File: src/rtl/spi_master_if.sv
// Bus interface for spi_master: request/response handshake plus the four SPI pins.
// The master modport is the view the spi_master block takes; the slave modport is
// the view of whatever drives requests and models the SPI device.
interface spi_master_if;
  logic       enviar_dato;
  logic       recibir_dato;
  logic [7:0] din;
  logic [7:0] dout;
  logic       wait_n;
  logic       spi_clk;
  logic       spi_di;
  logic       spi_do;

  modport master (
    input  enviar_dato,
    input  recibir_dato,
    input  din,
    input  spi_do,
    output dout,
    output wait_n,
    output spi_clk,
    output spi_di
  );

  modport slave (
    output enviar_dato,
    output recibir_dato,
    output din,
    output spi_do,
    input  dout,
    input  wait_n,
    input  spi_clk,
    input  spi_di
  );
endinterface

File: src/rtl/spi_master.sv
// Byte-wide SPI master, mode 0, MSB first.
// A send request shifts din out on spi_di; a receive request shifts out 0xFF and
// captures spi_do into dout. wait_n is low while a byte is on the wire.
// One byte takes 16*DIV clk cycles (DIV = spi_clk half-period, 1..255).
// Optional feature macro: SPI_CAPTURE_ON_SEND_EN -- when defined, send transfers are
// full duplex and also write the bits sampled on spi_do into dout.
module spi_master #(
  parameter int unsigned DIV = 1
) (
  input  logic         clk,
  input  logic         rst,
  spi_master_if.master bus
);

  typedef enum logic [1:0] {
    IDLE,
    LOW,
    HIGH
  } state_t;

`ifdef SPI_CAPTURE_ON_SEND_EN
  localparam bit CaptureOnSend = 1'b1;
`else
  localparam bit CaptureOnSend = 1'b0;
`endif

  localparam logic [7:0] TimerLast = 8'(DIV - 1);

  state_t     state_q,   state_d;
  logic [7:0] timer_q,   timer_d;
  logic [2:0] bit_cnt_q, bit_cnt_d;
  // A single register carries the outgoing byte out of bit 7 and collects the
  // incoming bits at bit 0, so after eight shifts it holds the received byte.
  logic [7:0] shreg_q,   shreg_d;
  logic       recv_q,    recv_d;
  logic [7:0] dout_q,    dout_d;
  logic       wait_n_q,  wait_n_d;
  logic       spi_clk_q, spi_clk_d;
  logic       spi_di_q,  spi_di_d;

  logic phase_done;
  assign phase_done = (timer_q == TimerLast);

  // Next-state and next-output logic for the transfer sequencer.
  always_comb begin
    // NOTE: every signal gets a hold default before the case so no path leaves
    // one unassigned, which would otherwise infer a latch.
    state_d   = state_q;
    timer_d   = timer_q;
    bit_cnt_d = bit_cnt_q;
    shreg_d   = shreg_q;
    recv_d    = recv_q;
    dout_d    = dout_q;
    wait_n_d  = wait_n_q;
    spi_clk_d = spi_clk_q;
    spi_di_d  = spi_di_q;

    unique case (state_q)
      IDLE: begin
        if (bus.enviar_dato || bus.recibir_dato) begin
          // Send wins when both requests arrive together.
          if (bus.enviar_dato) begin
            shreg_d  = bus.din;
            recv_d   = 1'b0;
            spi_di_d = bus.din[7];
          end else begin
            shreg_d  = 8'hFF;
            recv_d   = 1'b1;
            spi_di_d = 1'b1;
          end
          wait_n_d  = 1'b0;
          timer_d   = 8'd0;
          bit_cnt_d = 3'd0;
          state_d   = LOW;
        end
      end

      LOW: begin
        if (phase_done) begin
          // Rising spi_clk: the slave's bit is sampled here (mode 0).
          timer_d   = 8'd0;
          spi_clk_d = 1'b1;
          shreg_d   = {shreg_q[6:0], bus.spi_do};
          state_d   = HIGH;
        end else begin
          timer_d = timer_q + 8'd1;
        end
      end

      HIGH: begin
        if (phase_done) begin
          timer_d   = 8'd0;
          spi_clk_d = 1'b0;
          if (bit_cnt_q == 3'd7) begin
            wait_n_d  = 1'b1;
            spi_di_d  = 1'b1;
            bit_cnt_d = 3'd0;
            state_d   = IDLE;
            if (recv_q || CaptureOnSend) begin
              dout_d = shreg_q;
            end
          end else begin
            // Falling spi_clk: present the next outgoing bit.
            bit_cnt_d = bit_cnt_q + 3'd1;
            spi_di_d  = shreg_q[7];
            state_d   = LOW;
          end
        end else begin
          timer_d = timer_q + 8'd1;
        end
      end

      default: state_d = IDLE;
    endcase
  end

  // State and output registers with synchronous reset; reset aborts any transfer.
  always_ff @(posedge clk) begin
    // NOTE: sequential state is updated with non-blocking assignments so every
    // register samples the values from before this edge.
    if (rst) begin
      state_q   <= IDLE;
      timer_q   <= 8'd0;
      bit_cnt_q <= 3'd0;
      shreg_q   <= 8'hFF;
      recv_q    <= 1'b0;
      dout_q    <= 8'hFF;
      wait_n_q  <= 1'b1;
      spi_clk_q <= 1'b0;
      spi_di_q  <= 1'b1;
    end else begin
      state_q   <= state_d;
      timer_q   <= timer_d;
      bit_cnt_q <= bit_cnt_d;
      shreg_q   <= shreg_d;
      recv_q    <= recv_d;
      dout_q    <= dout_d;
      wait_n_q  <= wait_n_d;
      spi_clk_q <= spi_clk_d;
      spi_di_q  <= spi_di_d;
    end
  end

  assign bus.dout    = dout_q;
  assign bus.wait_n  = wait_n_q;
  assign bus.spi_clk = spi_clk_q;
  assign bus.spi_di  = spi_di_q;

endmodule

File: src/flat_wrapper.sv
// flat-port wrapper written by rule: the top's interface ports become plain ports
module spi_master_flat 
#(
  parameter int unsigned DIV = 1
)
  (clk, rst, bus_enviar_dato, bus_recibir_dato, bus_din, bus_spi_do, bus_dout, bus_wait_n, bus_spi_clk, bus_spi_di);
  spi_master_if bus_i ();
  input  logic clk;
  input  logic rst;
  input wire logic [$bits(bus_i.enviar_dato)-1:0] bus_enviar_dato;
  input wire logic [$bits(bus_i.recibir_dato)-1:0] bus_recibir_dato;
  input wire logic [$bits(bus_i.din)-1:0] bus_din;
  input wire logic [$bits(bus_i.spi_do)-1:0] bus_spi_do;
  output wire logic [$bits(bus_i.dout)-1:0] bus_dout;
  output wire logic [$bits(bus_i.wait_n)-1:0] bus_wait_n;
  output wire logic [$bits(bus_i.spi_clk)-1:0] bus_spi_clk;
  output wire logic [$bits(bus_i.spi_di)-1:0] bus_spi_di;
  assign bus_i.enviar_dato = bus_enviar_dato;
  assign bus_i.recibir_dato = bus_recibir_dato;
  assign bus_i.din = bus_din;
  assign bus_i.spi_do = bus_spi_do;
  assign bus_dout = bus_i.dout;
  assign bus_wait_n = bus_i.wait_n;
  assign bus_spi_clk = bus_i.spi_clk;
  assign bus_spi_di = bus_i.spi_di;
  spi_master #(.DIV(DIV)) u_core (.clk(clk), .rst(rst), .bus(bus_i));
endmodule
File: config.mk
export PLATFORM = sky130hd
export DESIGN_NAME = spi_master_flat
export DESIGN_NICKNAME = d
export VERILOG_FILES = /design/src/rtl/spi_master_if.sv /design/src/rtl/spi_master.sv /design/src/flat_wrapper.sv
export SDC_FILE = /design/constraint.sdc
export NUM_CORES = 1
export LEC_CHECK = 0
export CAP_MARGIN = 20
export CORE_MARGIN = 2
export CORE_UTILIZATION = 57
export DETAILED_ROUTE_END_ITERATION = 12
export PLACE_DENSITY_LB_ADDON = 0.1
export SLEW_MARGIN = 10
export SYNTH_ARGS = -nofsm -noshare
export SYNTH_HDL_FRONTEND = slang
export SYNTH_SLANG_ARGS = --single-unit
File: constraint.sdc
create_clock -name clk -period 4.27 [get_ports clk]
set_clock_uncertainty 0.1 [all_clocks]
set_input_delay 0.6405 -clock clk [delete_from_list [all_inputs] [get_ports clk]]
set_output_delay 0.6405 -clock clk [all_outputs]
set_load 0.1 [all_outputs]
# == Word level (Yosys, flattened, before mapping) ==
# Cells that the tools add are included.
# classes
reduce_logical,16
eq_ne,7
muxes,29
add_sub_neg,2
# ops
op,n
8-bit 2-to-1 mux,5
8-bit case mux with 2 select lines,2
3-bit AND reduction,4
1-bit 2-to-1 mux,11
3-bit 2-to-1 mux,3
"8-bit by 1-bit adder with 8-bit output, second input constant",1
8-bit logical NOT,1
"2-bit by 1-bit inequality test with 1-bit output, second input constant",4
4-bit AND reduction,2
2-bit nonzero test,4
2-bit 2-to-1 mux,3
1-bit case mux with 2 select lines,3
2-bit case mux with 3 select lines,1
3-bit case mux with 2 select lines,1
2-bit AND reduction,2
"3-bit by 1-bit adder with 3-bit output, second input constant",1
"3-bit == test, second input constant",1
"2-bit by 1-bit == test with 1-bit output, second input constant",1
"2-bit == test, second input constant",1
2-bit logical NOT,1
2-bit OR reduction,1
1-bit logical OR,1
# word_totals
in_bits,13
reg_bits,33

# == Logic depth before layout (Yosys ltp) ==
# logic_depth
ltp_word,4
depth_mapped,9
ltp_nobuf,6

# == Worst setup path after synthesis ==
# No wires, ideal clock.
# synth_path
path_kind,reg2reg
start,register u_core.state_q[0]
end,register u_core.shreg_q[0]
synth_period_minus_slack_ps,2150
setup_slack_ps,2120
t_required_ps,4048
stages_incl_launch_ff,10
arrival_ps,1928
path_cell_list,dfxtp_1 inv_1 ha_1 buf_2 or3b_2 clkbuf_1 nand3_1 nor2b_2 buf_6 a221o_1
# synth_via
elab_chain_len,3
word_cells_on_any_way,7
classes_between,3 x eq/ne; 1 x mux; 3 x reduce/logical
# synth_lines
element,line,source
start: declaration,spi_master.sv:29,"state_t state_q, state_d;"
start signal: assignment,spi_master.sv:132,state_q <= state_d;
2-bit by 1-bit == test with 1-bit output / 2-bit logical NOT (equally long branches),spi_master.sv:58,unique case (state_q)
2-bit by 1-bit inequality test with 1-bit output (no line) / 2-bit nonzero test (equally long branches),--,
3-bit AND reduction (no line),--,
end signal: assignment,spi_master.sv:135,shreg_q <= shreg_d;
end: declaration,spi_master.sv:34,"logic [7:0] shreg_q, shreg_d;"
# Parallel ways exist; a longest one is shown, timed or not.
# A chain may end at the register's enable or synchronous reset.

# == Worst setup path after layout ==
# layout_path
start,input port bus_enviar_dato
end,register u_core.shreg_q[4]
# layout_via
elab_chain_len,3
word_cells_on_any_way,6
classes_between,1 x eq/ne; 3 x mux; 2 x reduce/logical
# layout_lines
element,line,source
start: declaration,flat_wrapper.sv:10,input wire logic [$bits(bus_i.enviar_dato)-1:0] bus_enviar_dato;
8-bit 2-to-1 mux / 1-bit logical OR (equally long branches),"spi_master.sv:62, spi_master.sv:60",
8-bit 2-to-1 mux / 2-bit by 1-bit inequality test with 1-bit output (equally long branches),--,
8-bit case mux with 2 select lines / 3-bit AND reduction (equally long branches),--,
# Parallel ways exist; a longest one is shown, timed or not. The select of a mux whose other input is x is not followed.

==> impl_metrics.ini <==
[final_layout]
fin_util_pct = 70.24
insertedDiodeCount = 0
final_common_cell = dfxtp_1
layout_common_cells = dfxtp_1, clkdlybuf4s50_1, nor2_1
area_growth_pct = 17.81
drive_above_1_share_pct = 8.673
fin_cells = 227
nets = 216

[sta]
fin_crit_sh_pct = 60.60
fin_crit_ps = 2588
max-slew-margin-rel_pct = 34.71
finalSetupViolCount = 0
rsz0062_at_grt = false
finalHoldViolCount = 0
finalMaxSlewViolations = 0
clock.fmax_mhz = 386.5
tns_ps = 0
worst_slew_pin_slew_ps = 976.3

[synth]
ys_async_sr_fraction_pct = 0
netlist_instances = 175
synth_edf_count = 0
synth_seq_cells = 33
synth_flop_cell = dfxtp_1
yosys_warnings = 0
synth_fp_nets = 196
syn_area_per_cell_um2 = 9.395
seq_area_frac_synth_pct = 40.18
netlist_area_um2 = 1644
synth_cell_types = 41

[floorplanning]
fp-row-count = 19
start_util_pct = 59.62
die_width_um = 57.71
core_um2 = 2758
die_area_um2 = 3330
fp.dieH_um = 57.71
pin_count = 24

[placed_design]
gp_congestion = 0.8287
portBuffers = 23
hpwl_mm = 2.586
dp.cells = 219

[route]
wire_per_inst_um = 15.52
vias_per_cell = 5.996
postRouteWirelength_mm = 3.523
ant_nets = 0
initialDrtViolationCount = 82
drcViolationCount = 0
vias = 1361
first_pass_iters = 4

[clock_network]
cts.sinks = 33
hold_buffers = 0
cts.clk_slew.worst_paths_ps = 100
root_buffer = clkbuf_4
cts_setup_buffers = 0
clockBufferDepth = 2
cts_buffers = 5
ctsResizeCount = 0
clock_latency_ps = 330
cts_tree = done
cts_max_level = 2

[grt]
antenna_found_initial = 0
grt_overflow_total = 0
grtUsageMet1_pct = 30.17
first_global_vias = 1335
grt_start_max_net_pins = 28
globalRouteMet3Util_pct = 8.036
grt_pass1_wl_mm = 6.085
grtUsageTotal_pct = 24.09
met2_usage_pct = 38.31
busiest_layer = met2

[hold_path]
hp-class = flop to flop
whs_path_depth = 1
hold_path.startpoint = u_core.bus.dout[4]
whs_endpoint = u_core.bus.dout[4]

[setup_path]
arrival_ps = 2770
cp.required_ps = 4450
reg2reg_depth = 6
crit_type = input pin to flop
path_max_fanout = 13
cp-start-kind = input pin
rrSetupSlack_ps = 1720
critical_path.endpoint_type = flop
timing.rr.start = u_core.timer_q[0]
reg2reg_to = u_core.bus.dout[6]

[pwr]
sw_frac_of_total_pct = 35.96
power_uw = 849.6
p_leak_uw = 0.0007629
p_sw_uw = 305.5
p_seq_share_pct = 44.7
combPwrFrac_pct = 31.8
power.internal_uw = 544.0
cellPowerDensity_nw_per_um2 = 438.6
clkPwrFrac_pct = 23.5
ir_drop_v = 0.0003682

[job]
cap_violations = 0

[outcome]
status = finished, final reports clean
-- layer usage --
| layer | wire [um] | part of all wire (%) | vias up |
|---|---|---|---|
| li1 | - | - | 685 |
| met2 | 1682 | 48 | 37 |
| met4 | 23 | 0.65 | 0 |
| met5 | 0 | 0 | - |
| met3 | 196 | 5.6 | 2 |
| met1 | 1620 | 46 | 637 |
-- critical path, cell delays in order --
cell and delay (ps):
clkdlybuf4s50_1 610, or3b_2 620, nand3_1 290, nor2b_2 390, a221o_1 210
-- power by group through the flow --
stage	Sequential [uW]	Combinational, uW	Clock (uW)
6_report	380	270	200
5_1_grt	386	296	218
4_1_cts	379	268	206
3_5_place_dp	385	267	0
3_3_place_gp	384	260	0
2_1_floorplan	429	168	0
-- per-stage QoR --
step / instance area [um^2] / hold WS, ps / worst slack [ps]
floorplan: 1644 / 346.4 / 2120
global placement: 1867 / 344.4 / 1460
detailed placement: 1867 / 349.9 / 1365
CTS: 1937 / 374.2 / 1670
global route: 1937 / 406.1 / 1515
finish: 1937 / 372.3 / 1682
-- kinds of logic after synthesis --
kind of cell / share of synthesized area (%)
buffers and inverters: 4.414
and+or+nand+nor: 22.07
muxes: 0.6849
adders and majority gates: 6.089
AOI/OAI and AO/OA: 22.83
DFF: 40.18
xor gates and xnor gates: 3.729
-- sequential cells by signal, summed over array words and instances, names as in the netlist --
name                cells
u_core.shreg_q          8
u_core.recv_q           1
u_core.bus.spi_di       1
u_core.timer_q          8
u_core.bus.wait_n       1
u_core.bus.dout         8
u_core.bit_cnt_q        3
u_core.bus.spi_clk      1
u_core.state_q          2
-- how the worst max path moves through the flow --
stage	start	end
after floorplan	u_core.state_q[0]	u_core.shreg_q[0]
after global placement	bus_enviar_dato	u_core.shreg_q[6]
after detailed placement	bus_enviar_dato	u_core.shreg_q[4]
after CTS	u_core.bus.dout[6]	bus_dout[6]
after global routing	u_core.timer_q[0]	u_core.bus.dout[6]
final	bus_enviar_dato	u_core.shreg_q[4]
-- synthesized netlist by cell type (all sizes together) (4+ instances only) --
cell type | count | area (um^2)
dfxtp | 33 | 660.6
nor2 | 13 | 48.80
and3 | 10 | 62.56
nor2b | 9 | 58.81
a211o | 8 | 70.07
a221o | 8 | 80.08
clkbuf | 8 | 30.03
ha | 8 | 100.1
o21bai | 8 | 60.06
a21oi | 7 | 35.03
inv | 7 | 26.28
o21ai | 7 | 35.03
nand3 | 5 | 25.02
nand2 | 4 | 15.01
xnor2 | 4 | 35.03
-- cell type report --
class,instances,area (um^2)
Tap cell,31,38.79
Timing Repair Buffer,23,230.2
Fill cell,225,820.8
Inverter,7,26.28
Multi-Input combinational cell,125,910.9
Clock buffer,7,65.06
Sequential cell,33,660.6
Clock inverter,1,5.005
No activity file was read; power rests on OpenSTA's default activity.
